===== src/rtl/vram_px_writer.sv =====
// vram_px_writer: rectangle-fill engine for the 320x240 RGB888 pixel plane.
// Accepts one fill command at a time, optionally waits for the next
// frame-drawn rising edge, clips the rectangle to the visible area and then
// writes one pixel per arbiter grant in row-major order.
module vram_px_writer #(
  parameter int H_RES  = 320,
  parameter int V_RES  = 240,
  parameter int ADDR_W = 17,
  parameter int DATA_W = 24
) (
  input  logic              clk,
  input  logic              reset,
  input  logic              cmd_valid,
  output logic              cmd_ready,
  input  logic [8:0]        cmd_x,
  input  logic [7:0]        cmd_y,
  input  logic [8:0]        cmd_w,
  input  logic [7:0]        cmd_h,
  input  logic [DATA_W-1:0] cmd_color,
  input  logic              cmd_wait_frame,
  input  logic              frameDrawn,
  output logic [ADDR_W-1:0] vram_addr,
  output logic [DATA_W-1:0] vram_d,
  output logic              vram_we,
  input  logic              vram_grant,
  output logic              busy,
  output logic              done
);

  localparam logic [9:0]        H_RES_10 = 10'(H_RES);
  localparam logic [9:0]        V_RES_10 = 10'(V_RES);
  localparam logic [ADDR_W-1:0] H_RES_A  = ADDR_W'(H_RES);

  typedef enum logic [2:0] {
    S_IDLE  = 3'd0,
    S_WAIT  = 3'd1,
    S_CLIP  = 3'd2,
    S_WRITE = 3'd3,
    S_DONE  = 3'd4
  } state_t;

  state_t              state_q, state_d;
  logic [8:0]          x_q, x_d;
  logic [7:0]          y_q, y_d;
  logic [8:0]          w_q, w_d;
  logic [7:0]          h_q, h_d;
  logic [DATA_W-1:0]   color_q, color_d;
  logic [9:0]          x_end_q, x_end_d;
  logic [9:0]          y_end_q, y_end_d;
  logic [9:0]          cur_x_q, cur_x_d;
  logic [9:0]          cur_y_q, cur_y_d;
  logic [ADDR_W-1:0]   row_base_q, row_base_d;
  logic [ADDR_W-1:0]   vram_addr_q, vram_addr_d;
  logic [DATA_W-1:0]   vram_d_q, vram_d_d;
  logic                vram_we_q, vram_we_d;
  logic                cmd_ready_q, cmd_ready_d;
  logic                busy_q, busy_d;
  logic                done_q, done_d;
  logic                frame_q;

  logic [9:0]          sum_x_s;
  logic [9:0]          sum_y_s;
  logic [9:0]          next_x_s;
  logic [ADDR_W-1:0]   row_y_s;
  logic                frame_rise_s;
  logic                row_last_s;
  logic                col_last_s;

  // Next-state and next-output computation for the fill sequencer.
  always_comb begin
    state_d     = state_q;
    x_d         = x_q;
    y_d         = y_q;
    w_d         = w_q;
    h_d         = h_q;
    color_d     = color_q;
    x_end_d     = x_end_q;
    y_end_d     = y_end_q;
    cur_x_d     = cur_x_q;
    cur_y_d     = cur_y_q;
    row_base_d  = row_base_q;
    vram_addr_d = vram_addr_q;
    vram_d_d    = vram_d_q;
    vram_we_d   = vram_we_q;

    // 10-bit sums cannot wrap: 511+511 and 255+255 both fit.
    sum_x_s      = {1'b0, x_q} + {1'b0, w_q};
    sum_y_s      = {2'b00, y_q} + {2'b00, h_q};
    next_x_s     = cur_x_q + 10'd1;
    row_y_s      = ADDR_W'(y_q) * H_RES_A;
    frame_rise_s = frameDrawn & ~frame_q;
    col_last_s   = (next_x_s == x_end_q);
    row_last_s   = ((cur_y_q + 10'd1) == y_end_q);

    case (state_q)
      S_IDLE: begin
        if (cmd_valid && cmd_ready_q) begin
          x_d     = cmd_x;
          y_d     = cmd_y;
          w_d     = cmd_w;
          h_d     = cmd_h;
          color_d = cmd_color;
          if (cmd_wait_frame) begin
            state_d = S_WAIT;
          end else begin
            state_d = S_CLIP;
          end
        end else begin
          state_d = S_IDLE;
        end
      end
      S_WAIT: begin
        // A level that was already high at acceptance never produces a rise.
        if (frame_rise_s) begin
          state_d = S_CLIP;
        end else begin
          state_d = S_WAIT;
        end
      end
      S_CLIP: begin
        x_end_d = (sum_x_s > H_RES_10) ? H_RES_10 : sum_x_s;
        y_end_d = (sum_y_s > V_RES_10) ? V_RES_10 : sum_y_s;
        if ((w_q == 9'd0) || (h_q == 8'd0) ||
            ({1'b0, x_q} >= H_RES_10) || ({2'b00, y_q} >= V_RES_10)) begin
          state_d = S_DONE;
        end else begin
          cur_x_d     = {1'b0, x_q};
          cur_y_d     = {2'b00, y_q};
          row_base_d  = row_y_s;
          vram_addr_d = row_y_s + ADDR_W'(x_q);
          vram_d_d    = color_q;
          vram_we_d   = 1'b1;
          state_d     = S_WRITE;
        end
      end
      S_WRITE: begin
        // Address and data only move when the arbiter takes the current write.
        if (vram_grant) begin
          if (col_last_s && row_last_s) begin
            vram_we_d = 1'b0;
            state_d   = S_DONE;
          end else if (col_last_s) begin
            cur_x_d     = {1'b0, x_q};
            cur_y_d     = cur_y_q + 10'd1;
            row_base_d  = row_base_q + H_RES_A;
            vram_addr_d = row_base_q + H_RES_A + ADDR_W'(x_q);
            state_d     = S_WRITE;
          end else begin
            cur_x_d     = next_x_s;
            vram_addr_d = row_base_q + ADDR_W'(next_x_s);
            state_d     = S_WRITE;
          end
        end else begin
          state_d = S_WRITE;
        end
      end
      S_DONE: begin
        state_d = S_IDLE;
      end
      default: begin
        vram_we_d = 1'b0;
        state_d   = S_IDLE;
      end
    endcase

    // Status outputs are registered copies of the decoded next state.
    cmd_ready_d = (state_d == S_IDLE);
    busy_d      = (state_d != S_IDLE);
    done_d      = (state_d == S_DONE);
  end

  // State and output registers with synchronous reset.
  always_ff @(posedge clk) begin
    if (reset) begin
      state_q     <= S_IDLE;
      x_q         <= 9'd0;
      y_q         <= 8'd0;
      w_q         <= 9'd0;
      h_q         <= 8'd0;
      color_q     <= '0;
      x_end_q     <= 10'd0;
      y_end_q     <= 10'd0;
      cur_x_q     <= 10'd0;
      cur_y_q     <= 10'd0;
      row_base_q  <= '0;
      vram_addr_q <= '0;
      vram_d_q    <= '0;
      vram_we_q   <= 1'b0;
      cmd_ready_q <= 1'b1;
      busy_q      <= 1'b0;
      done_q      <= 1'b0;
    end else begin
      state_q     <= state_d;
      x_q         <= x_d;
      y_q         <= y_d;
      w_q         <= w_d;
      h_q         <= h_d;
      color_q     <= color_d;
      x_end_q     <= x_end_d;
      y_end_q     <= y_end_d;
      cur_x_q     <= cur_x_d;
      cur_y_q     <= cur_y_d;
      row_base_q  <= row_base_d;
      vram_addr_q <= vram_addr_d;
      vram_d_q    <= vram_d_d;
      vram_we_q   <= vram_we_d;
      cmd_ready_q <= cmd_ready_d;
      busy_q      <= busy_d;
      done_q      <= done_d;
    end
  end

  // Delayed copy of frameDrawn for edge detection, tracked in every state.
  always_ff @(posedge clk) begin
    frame_q <= frameDrawn;
  end

  assign cmd_ready = cmd_ready_q;
  assign busy      = busy_q;
  assign done      = done_q;
  assign vram_we   = vram_we_q;
  assign vram_addr = vram_addr_q;
  assign vram_d    = vram_d_q;

endmodule

===== config.mk =====
export PLATFORM = sky130hd
export DESIGN_NAME = vram_px_writer
export DESIGN_NICKNAME = d
export VERILOG_FILES = /design/src/rtl/vram_px_writer.sv
export SDC_FILE = /design/constraint.sdc
export NUM_CORES = 1
export LEC_CHECK = 0
export CAP_MARGIN = 0
export CORE_MARGIN = 2
export CORE_UTILIZATION = 50
export DETAILED_ROUTE_END_ITERATION = 6
export PLACE_DENSITY = 0.78
export SLEW_MARGIN = 25
export SYNTH_ARGS = -nofsm -noshare
export SYNTH_HDL_FRONTEND = slang
export SYNTH_SLANG_ARGS = --single-unit

===== constraint.sdc =====
create_clock -name clk -period 4.86 [get_ports clk]
set_clock_uncertainty 0.05 [all_clocks]
set_input_delay 0.729 -clock clk [delete_from_list [all_inputs] [get_ports clk]]
set_output_delay 0.729 -clock clk [all_outputs]
set_load 0.05 [all_outputs]

==> summary.md, run 1 <==
| Metric | Value |
|---|---|
| CP delay by family, top | simple AND/OR/NAND/NOR gates |
| Layout area overhead | 19.2% |
| # H-tree levels | 4 |
| Total GRT Usage | 0.250 |
| Vias per cell | 5.87 |
| DRC | 0 |
| CTS Sinks | 155 |
| Gp weighted congestion | 0.889 |
| Pleak | 3.93 nW |
| Starting Density | 0.515 |
| Tmin final | 3.84 ns |
| FILL cells | 1533 |
| Cell count after synthesis | 1130 |
| Worst Setup End Kind | flip-flop |
| Initial antenna violation count | 0 |
| Max cap viols | 0 |
| Metal2 WL | 11.0 mm |
| Critical path launch point type | flip-flop |
| Power per cell area | 358 nW/µm² |
| Vias | 8402 |
| Worst slew pin tran | 1.00 ns |
| Unrepaired setup endpoints after global routing | false |
| Setup-failing EPs final | 0 |
| Crit path buf inv count | 0 |
| Final-report hold violation count | 0 |
| Area after DPL | 10100 µm² |
| Largest net degree at the start of global routing | 65 |
| Adder-Cell Fraction of Synth Area | 0.0689 |
| Top Layer Used | met4 |
| Max Freq | 260 MHz |
| ANT nets after route | 0 |
| Post-synth EDFFs | 0 |
| FF+latch area | 3100 µm² |
| Routed WL | 23.2 mm |
| CP Class | reg2reg |
| Worst Hold Class | reg2reg |
| DIE AREA | 19000 µm² |
| Die height | 138 µm |
| Clk pin slew, worst setup/hold paths | 0.07 ns |
| Length of routed met3 wiring | 1.27 mm |
| Post-Syn Nets | 1241 |
| Core area | 17400 µm² |
| Async S/R FF share, synth | 0 |
| Maximum vdd drop | 257 µV |
| Layout cell share with drive strength beyond 1 | 0.0580 |
| CTS Hold Bufs | 0 |
| Largest family of logic cells by synthesized area | compound AO/OA/AOI/OAI gates |
| Pre-antenna DRT Iters | 5 |
| Final TNS setup | 0 ns |
| Num CTS Buffers | 17 |
| Syn. warnings | 0 |
| CTS tree | built |
| Slowest CP cell | and3_1 |
| Net count, final | 1305 |
| Max-slew headroom | 0.332 |
| Clock root cell | clkbuf_16 |
| Compound-gate portion of the synthesized area | 0.233 |
| Critical Path RT | 5.16 ns |
| Fin cells | 1432 |
| Critical path cell sequence | ha_1 -> and4_1 -> o211a_1 -> o21ai_1 -> a2111oi_2 -> and3_1 -> a31oi_4 -> or3_1 -> a31oi_1 |
| #FFs+latches synth | 155 |
| Mux share of post-synthesis cell area | 0.0113 |
| Die Span X | 138 µm |
| Worst-path fanout max | 37 |
| Post-route total power | 3.83 mW |
| Post-synthesis xor/xnor area fraction | 0.0748 |
| Final Cycle Share | 0.791 |
| GR Overflow Total | 0 |
| Vias in the first global route | 7873 |
| First-pass GRT wire length | 38.1 mm |
| Post-Syn Area | 8970 µm² |
| Iter 0 DRT Violations | 558 |
| Critical path arrival | 4.15 ns |
| Placed insts | 1399 |
| Sequential cell area fraction in the yosys report | 0.346 |
| Unique masters post-synth | 82 |
| Ant diodes | 0 |
| # port buffers | 108 |
| Post-CTS Setup Inserts | 0 |
| # IOs | 109 |
| Final Instance Area | 10700 µm² |
| Std cell rows | 48 |
| Max incr delay on CP | 0.61 ns |
| Placed wire-length estimate | 16.3 mm |
| Post-synth top flop | dfxtp_1 |
| Final Util | 0.614 |
| Worst skew pair latency | 0.43 ns |
| Multi-input gate area | 5390 µm² |
| Clock buffer depth | 2 |
| M1 WL | 10.6 mm |
| Post-synthesis simple-gate area fraction | 0.211 |
| Status | finished, final reports clean |
| Syn Area/Cell | 7.93 µm² |
| Post-CTS resize count | 0 |
| Post-DR wirelength/cell | 16.2 µm |
| Final slew viol count | 0 |
worst reg2reg max path: stages (launching register included):
cell	delay (ns)
dfxtp_1	0.48
ha_1	0.37
and4_1	0.39
o211a_1	0.19
o21ai_1	0.07
a2111oi_2	0.46
and3_1	0.61
a31oi_4	0.52
or3_1	0.48
a31oi_1	0.16
metal layers:
metal	global-route usage	vias up
met5	0	-
met4	0.0737	0
met3	0.0471	37
met2	0.410	259
met1	0.335	3952
li1	-	4154
flip-flops by register name, summed over array words and instances, names as in the netlist, 9 cells and up:
signal / count
color_q: 24
vram_d: 24
vram_addr: 17
row_base_q: 11
cur_y_q: 10
x_end_q: 10
w_q: 9
x_q: 9
y_end_q: 9
worst paths after layout:
path                                    from         end  slack (ns)  cells after the start
worst min register to register    color_q[1]   vram_d[1]        0.40                      2
worst max-delay path            vram_addr[0]  cur_y_q[0]        1.02                      9
worst min-delay path              color_q[1]   vram_d[1]        0.40                      2
worst max register to register  vram_addr[0]  cur_y_q[0]        1.02                      9
logic make-up after synthesis:
kind of cell             after synthesis
AO/OA/AOI/OAI                        327
XOR/XNOR                              75
adder cells (fa/ha/maj)               47
buffers and inverters                108
flip-flops                           155
multiplexers                          10
other                                  1
AND/OR/NAND/NOR                      407
stage by stage:
stage | hold WS [ns] | setup WS, ns
after floorplan | 0.382 | 1.92
final | 0.399 | 1.02
after global routing | 0.417 | 0.783
after global placement | 0.386 | 1.28
after CTS | 0.404 | 1.10
after detailed placement | 0.394 | 1.16
area by class of cell:
class	instances	area share
Multi-Input combinational cell	867	0.504
Clock buffer	17	0.0398
Inverter	32	0.0112
Tap cell	225	0.0263
Timing Repair Buffer	121	0.112
Clock inverter	15	0.0158
Sequential cell	155	0.290
power breakdown:
group          switching [mW]  internal [mW]
clock network           0.624          0.691
registers               0.128           1.39
logic                   0.601          0.395
total                    1.35           2.47
cell usage after synthesis, drive strengths merged (8+ instances only):
| cell | n | area, µm² |
|---|---|---|
| o211ai | 10 | 75.1 |
| nor2 | 48 | 183 |
| or3 | 8 | 50.1 |
| a31oi | 17 | 121 |
| clkbuf | 52 | 195 |
| buf | 24 | 168 |
| nor3 | 27 | 135 |
| mux2i | 9 | 90.1 |
| nor4 | 10 | 62.6 |
| inv | 31 | 116 |
| nand2b | 8 | 50.1 |
| o21a | 8 | 60.1 |
| xnor2 | 51 | 447 |
| xor2 | 23 | 201 |
| nand3 | 19 | 118 |
| a21oi | 161 | 810 |
| nor2b | 11 | 68.8 |
| dfxtp | 155 | 3100 |
| a32o | 9 | 90.1 |
| o21ai | 36 | 180 |
| o32ai | 12 | 113 |
| ha | 43 | 538 |
| nand2 | 224 | 843 |
| a211oi | 14 | 105 |
| nand4 | 8 | 50.1 |
| and3 | 10 | 62.6 |
| a22o | 8 | 70.1 |
| a21o | 12 | 90.1 |
cell usage in the layout (no fill, tap or decap), types with 16 or more instances in the layout:
cell / instances
o21ai_0: 23
nand3_1: 16
a21oi_1: 160
nor2_1: 46
clkbuf_16: 17
inv_1: 30
nor3_1: 27
nand2_1: 223
clkdlybuf4s50_1: 107
a31oi_1: 16
ha_1: 43
xor2_1: 23
xnor2_1: 51
dfxtp_1: 155
Note: power is estimated with default switching activity, not from simulation.
==> run 2, diff against run 1 <==
- clock period: 4.86 -> 3.6 ns (I/O delays scaled with it)
==> run 2 against run 1 <==
Net effect: sequential power grew 34%; via count shrank 0.37%; setup slack lost 0.79 ns; maximum frequency grew 14%; worst hold slack lost 0.0017 ns; combinational power grew 37%; routed wire length grew 1.1%; sequential share of layout area shrank 0.21 points; critical path type unchanged; largest cell class unchanged.
==> summary.md, run 2 (synthesized netlist as in run 1, its figures left out) <==
| Metric | Value |
|---|---|
| Num CTS Buffers | 17 |
| Final TNS setup | 0 ns |
| Metal2 WL | 10.9 mm |
| Final worst slack | 0.230 ns |
| # H-tree levels | 4 |
| CP Class | reg2reg |
| Final slew viol count | 0 |
| CTS Sinks | 155 |
| Setup-failing EPs final | 0 |
| # port buffers | 108 |
| Critical Path RT | 3.85 ns |
| Critical path launch point type | flip-flop |
| Max cap viols | 0 |
| Tmin final | 3.37 ns |
| Max incr delay on CP | 0.57 ns |
| Clock buffer depth | 2 |
| Vias per cell | 5.78 |
| Net count, final | 1322 |
| DRC | 0 |
| Initial antenna violation count | 0 |
| Length of routed met3 wiring | 1.23 mm |
| Worst-path fanout max | 19 |
| Routed WL | 23.4 mm |
| CTS tree | built |
| Hold WS | 0.397 ns |
| Max Freq | 297 MHz |
| Ant diodes | 0 |
| Top Layer Used | met4 |
| Critical path arrival | 3.62 ns |
| Most frequent cells in the layout | nand2_1 (223), a21oi_1 (160), dfxtp_1 (153) |
| Power per cell area | 476 nW/µm² |
| Std cell rows | 48 |
| Die Span X | 138 µm |
| Crit path buf inv count | 0 |
| CP delay by family, top | compound AO/OA/AOI/OAI gates |
| Clk pin slew, worst setup/hold paths | 0.07 ns |
| M1 WL | 10.7 mm |
| Placed wire-length estimate | 16.6 mm |
| Clock root cell | clkbuf_16 |
| Layout cell share with drive strength beyond 1 | 0.0720 |
| Maximum vdd drop | 332 µV |
| Die height | 138 µm |
| Pleak | 4.01 nW |
| DIE AREA | 19000 µm² |
| # IOs | 109 |
| Status | finished, final reports clean |
| Worst skew pair latency | 0.42 ns |
| Final Cycle Share | 0.936 |
| Largest net degree at the start of global routing | 60 |
| First-pass GRT wire length | 38.5 mm |
| Gp weighted congestion | 0.902 |
| Setup WS pre-CTS | 0.239 ns |
| Final-report hold violation count | 0 |
| Critical path cell sequence | ha_1 -> nand3_1 -> o31ai_1 -> o21ai_1 -> a221o_1 -> or4_1 -> o31a_1 -> nand2_1 -> o32ai_2 |
| Core area | 17400 µm² |
| Starting Density | 0.515 |
| Post-DR wirelength/cell | 16.2 µm |
| Unrepaired setup endpoints after global routing | false |
| Layout area overhead | 20.2% |
| Slowest CP cell | or4_1 |
| GR Overflow Total | 0 |
| Total GRT Usage | 0.254 |
| Most common cell after layout, fill and taps aside | nand2_1 |
| Iter 0 DRT Violations | 711 |
| Vias in the first global route | 7793 |
| Worst Hold Class | reg2reg |
| Worst slew pin tran | 0.838 ns |
| Worst Setup End Kind | flip-flop |
| Vias | 8371 |
| ANT nets after route | 0 |
| Post-route total power | 5.13 mW |
| Max-slew headroom | 0.441 |
| Pre-antenna DRT Iters | 5 |
==> run 2: cell types whose count changed in the layout (fill, tap and decap cells not counted), moves of 2 or more <==
cell,change
dfxtp_2,+2
clkinv_4,+2
clkinv_8,-4
dfxtp_1,-2
buf_4,+17
clkinv_2,+3
inv_8,-2
==> run 2: cell type report <==
cell class | instances | area (µm²)
Multi-Input combinational cell | 867 | 5390
Tap cell | 225 | 282
Timing Repair Buffer | 138 | 1320
Clock buffer | 17 | 425
Sequential cell | 155 | 3110
Fill cell | 1558 | 6640
Inverter | 32 | 120
Clock inverter | 14 | 136
==> run 2: final timing paths <==
check | from | cells past startpoint | to | slack, ns
max reg2reg | cur_y_q[0] | 9 | cur_x_q[8] | 0.23
max | cur_y_q[0] | 9 | cur_x_q[8] | 0.23
min reg2reg | color_q[2] | 2 | vram_d[2] | 0.40
min | color_q[2] | 2 | vram_d[2] | 0.40
==> run 2: worst register-to-register path: stages (launching register included) <==
cell	delay [ns]
dfxtp_1	0.45
ha_1	0.31
nand3_1	0.16
o31ai_1	0.25
o21ai_1	0.10
a221o_1	0.34
or4_1	0.57
o31a_1	0.58
nand2_1	0.32
o32ai_2	0.13
==> run 2: timing repair <==
action,4_1_cts,5_1_grt
resized for setup,0,2
hold buffers,0,0
buffers inserted,0,0
setup endpoints to repair,0,1
==> run 2: through the flow <==
step / cells / area (µm²) / util
global placement: 1417 / 10200 / 0.586
global route: 1448 / 10800 / 0.619
detailed placement: 1417 / 10200 / 0.586
floorplan: 1130 / 8970 / -
finish: 1448 / 10800 / 0.619
CTS: 1448 / 10800 / 0.618
==> run 2: metal layers <==
metal,up-vias,GRT usage
li1,4179,-
met1,3889,0.339
met2,251,0.414
met3,52,0.0431
met4,0,0.0964
met5,-,0
==> run 2: power breakdown <==
part	switching, mW	total (mW)	internal [mW]	leakage [nW]
clock	0.762	1.73	0.964	0.278
sequential	0.156	2.03	1.87	1.26
combinational	0.831	1.37	0.540	2.47
==> run 3, diff against run 2 <==
- MAX_ROUTING_LAYER: default -> met4
==> run 3 against run 2 <==
Net effect: combinational power barely moved; critical path type unchanged; largest cell class unchanged; critical endpoint is now vram_addr[16]; design area rose by 0.29%; final cell count barely moved; die area did not move; global-route usage rose by 0.24 points; non-clock buffer count fell by 2.
==> summary.md, run 3 (synthesized netlist as in run 1, its figures left out) <==
| Metric | Value |
|---|---|
| Worst skew pair latency | 0.43 ns |
| Power per cell area | 481 nW/µm² |
| Post-DR wirelength/cell | 16.0 µm |
| Most frequent cells in the layout | nand2_1 (223), a21oi_1 (160), dfxtp_1 (155) |
| Vias | 8335 |
| CP Class | reg2reg |
| FILL cells | 1525 |
| Max Freq | 302 MHz |
| Num CTS Buffers | 17 |
| First-pass GRT wire length | 37.6 mm |
| Worst Setup End Kind | flip-flop |
| Critical path arrival | 3.58 ns |
| Met1 Use GR | 0.344 |
| Placed wire-length estimate | 16.4 mm |
| ANT nets after route | 0 |
| Net count, final | 1320 |
| CTS tree | built |
| Worst Hold Class | reg2reg |
| Routed WL | 23.1 mm |
| Clock buffer depth | 2 |
| Die Span X | 138 µm |
| Iter 0 DRT Violations | 538 |
| Final TNS setup | 0 ns |
| Pre-antenna DRT Iters | 5 |
| Post-route total power | 5.19 mW |
| Unrepaired setup endpoints after global routing | false |
| Final slew viol count | 0 |
| DRC | 0 |
| Tmin final | 3.31 ns |
| Clk pin slew, worst setup/hold paths | 0.07 ns |
| CTS Sinks | 155 |
| Pleak | 4.02 nW |
| Most common cell after layout, fill and taps aside | nand2_1 |
| Status | finished, final reports clean |
| GR Overflow Total | 0 |
| Worst slew pin tran | 0.709 ns |
| Critical path launch point type | flip-flop |
| Maximum vdd drop | 341 µV |
| # IOs | 109 |
| Setup-failing EPs final | 0 |
| Std cell rows | 48 |
| Hold WS | 0.400 ns |
| Starting Density | 0.515 |
| Final Cycle Share | 0.920 |
| Max cap viols | 0 |
| GR Layer Usage met3 | 0.0468 |
| Multi-input gate area | 5400 µm² |
| Critical Path RT | 3.87 ns |
| Ant diodes | 0 |
| Core area | 17400 µm² |
| Max-slew headroom | 0.526 |
| Vias per cell | 5.76 |
| Layout area overhead | 20.5% |
| # H-tree levels | 4 |
| Clock root cell | clkbuf_16 |
| Gp weighted congestion | 0.938 |
| Layout cell share with drive strength beyond 1 | 0.0704 |
| # port buffers | 108 |
| Largest net degree at the start of global routing | 134 |
| FF+latch area | 3100 µm² |
| Total GRT Usage | 0.257 |
| Final-report hold violation count | 0 |
| GR Util met2 | 0.392 |
| Vias in the first global route | 7623 |
| GRT busiest layer | met2 |
| Die height | 138 µm |
| Initial antenna violation count | 0 |
| Worst-path fanout max | 7 |
| DIE AREA | 19000 µm² |
[run 3: cell types whose count changed in the layout (fill, tap and decap cells not counted)]
cell,previous run,this run
o311ai_1,0,1
clkbuf_8,0,1
buf_4,30,27
o31a_4,0,1
dfxtp_2,2,0
o31a_1,1,0
clkinv_2,3,0
inv_8,2,3
inv_6,4,6
buf_12,1,2
o311ai_0,3,2
dfxtp_1,153,155
[run 3: power by group]
| group | internal [mW] | switching [mW] | total [mW] | leakage [nW] |
|---|---|---|---|---|
| registers | 1.87 | 0.160 | 2.03 | 1.26 |
| logic | 0.544 | 0.827 | 1.37 | 2.47 |
| clock network | 1.00 | 0.793 | 1.79 | 0.289 |
| total | 3.42 | 1.78 | 5.19 | 4.02 |
[run 3: path summary, 6_finish.rpt]
kind	to	start	depth (start not counted)	slack [ns]
worst min-delay path	vram_d[2]	color_q[2]	2	0.40
worst max-delay path	vram_addr[16]	cur_x_q[5]	12	0.29
worst max register to register	vram_addr[16]	cur_x_q[5]	12	0.29
worst min register to register	vram_d[2]	color_q[2]	2	0.40
[run 3: cell type report]
class,instances,area share
clock buffers,18,0.0406
flip-flops and latches,155,0.287
clock inverters,14,0.0139
inverters,32,0.0111
repair buffers,136,0.122
multi-input cells,867,0.499
well taps,225,0.0261
[run 3: critical path: stages, from the launching register on]
cell     delay, ns
dfxtp_1       0.48
inv_1         0.11
or4_4         0.60
xnor2_1       0.16
ha_1          0.36
a21o_1        0.21
a21oi_1       0.29
nor2_1        0.07
nor2_1        0.23
a21oi_1       0.16
xor2_1        0.16
a21oi_1       0.09
o41ai_1       0.23
[run 3: stage by stage]
stage / cell area [µm²] / std cells / worst slack [ns] / utilization
floorplan: 8970 / 1130 / 0.664 / -
global placement: 10200 / 1414 / 0.292 / 0.586
detailed placement: 10200 / 1414 / 0.217 / 0.586
CTS: 10800 / 1446 / 0.162 / 0.619
global route: 10800 / 1447 / 0.0204 / 0.620
finish: 10800 / 1447 / 0.289 / 0.620
[run 3: layer usage]
| layer | wire, µm | vias to the layer above |
|---|---|---|
| met5 | 0 | - |
| met4 | 450 | 0 |
| met3 | 1170 | 42 |
| met2 | 10700 | 237 |
| met1 | 10800 | 3882 |
| li1 | - | 4174 |
[run 3: what timing repair did]
item                                    in CTS  in global routing
buffers inserted                             0                  1
hold buffers                                 0                  0
endpoints found under the setup margin       0                 18
gates resized for setup                      0                  3
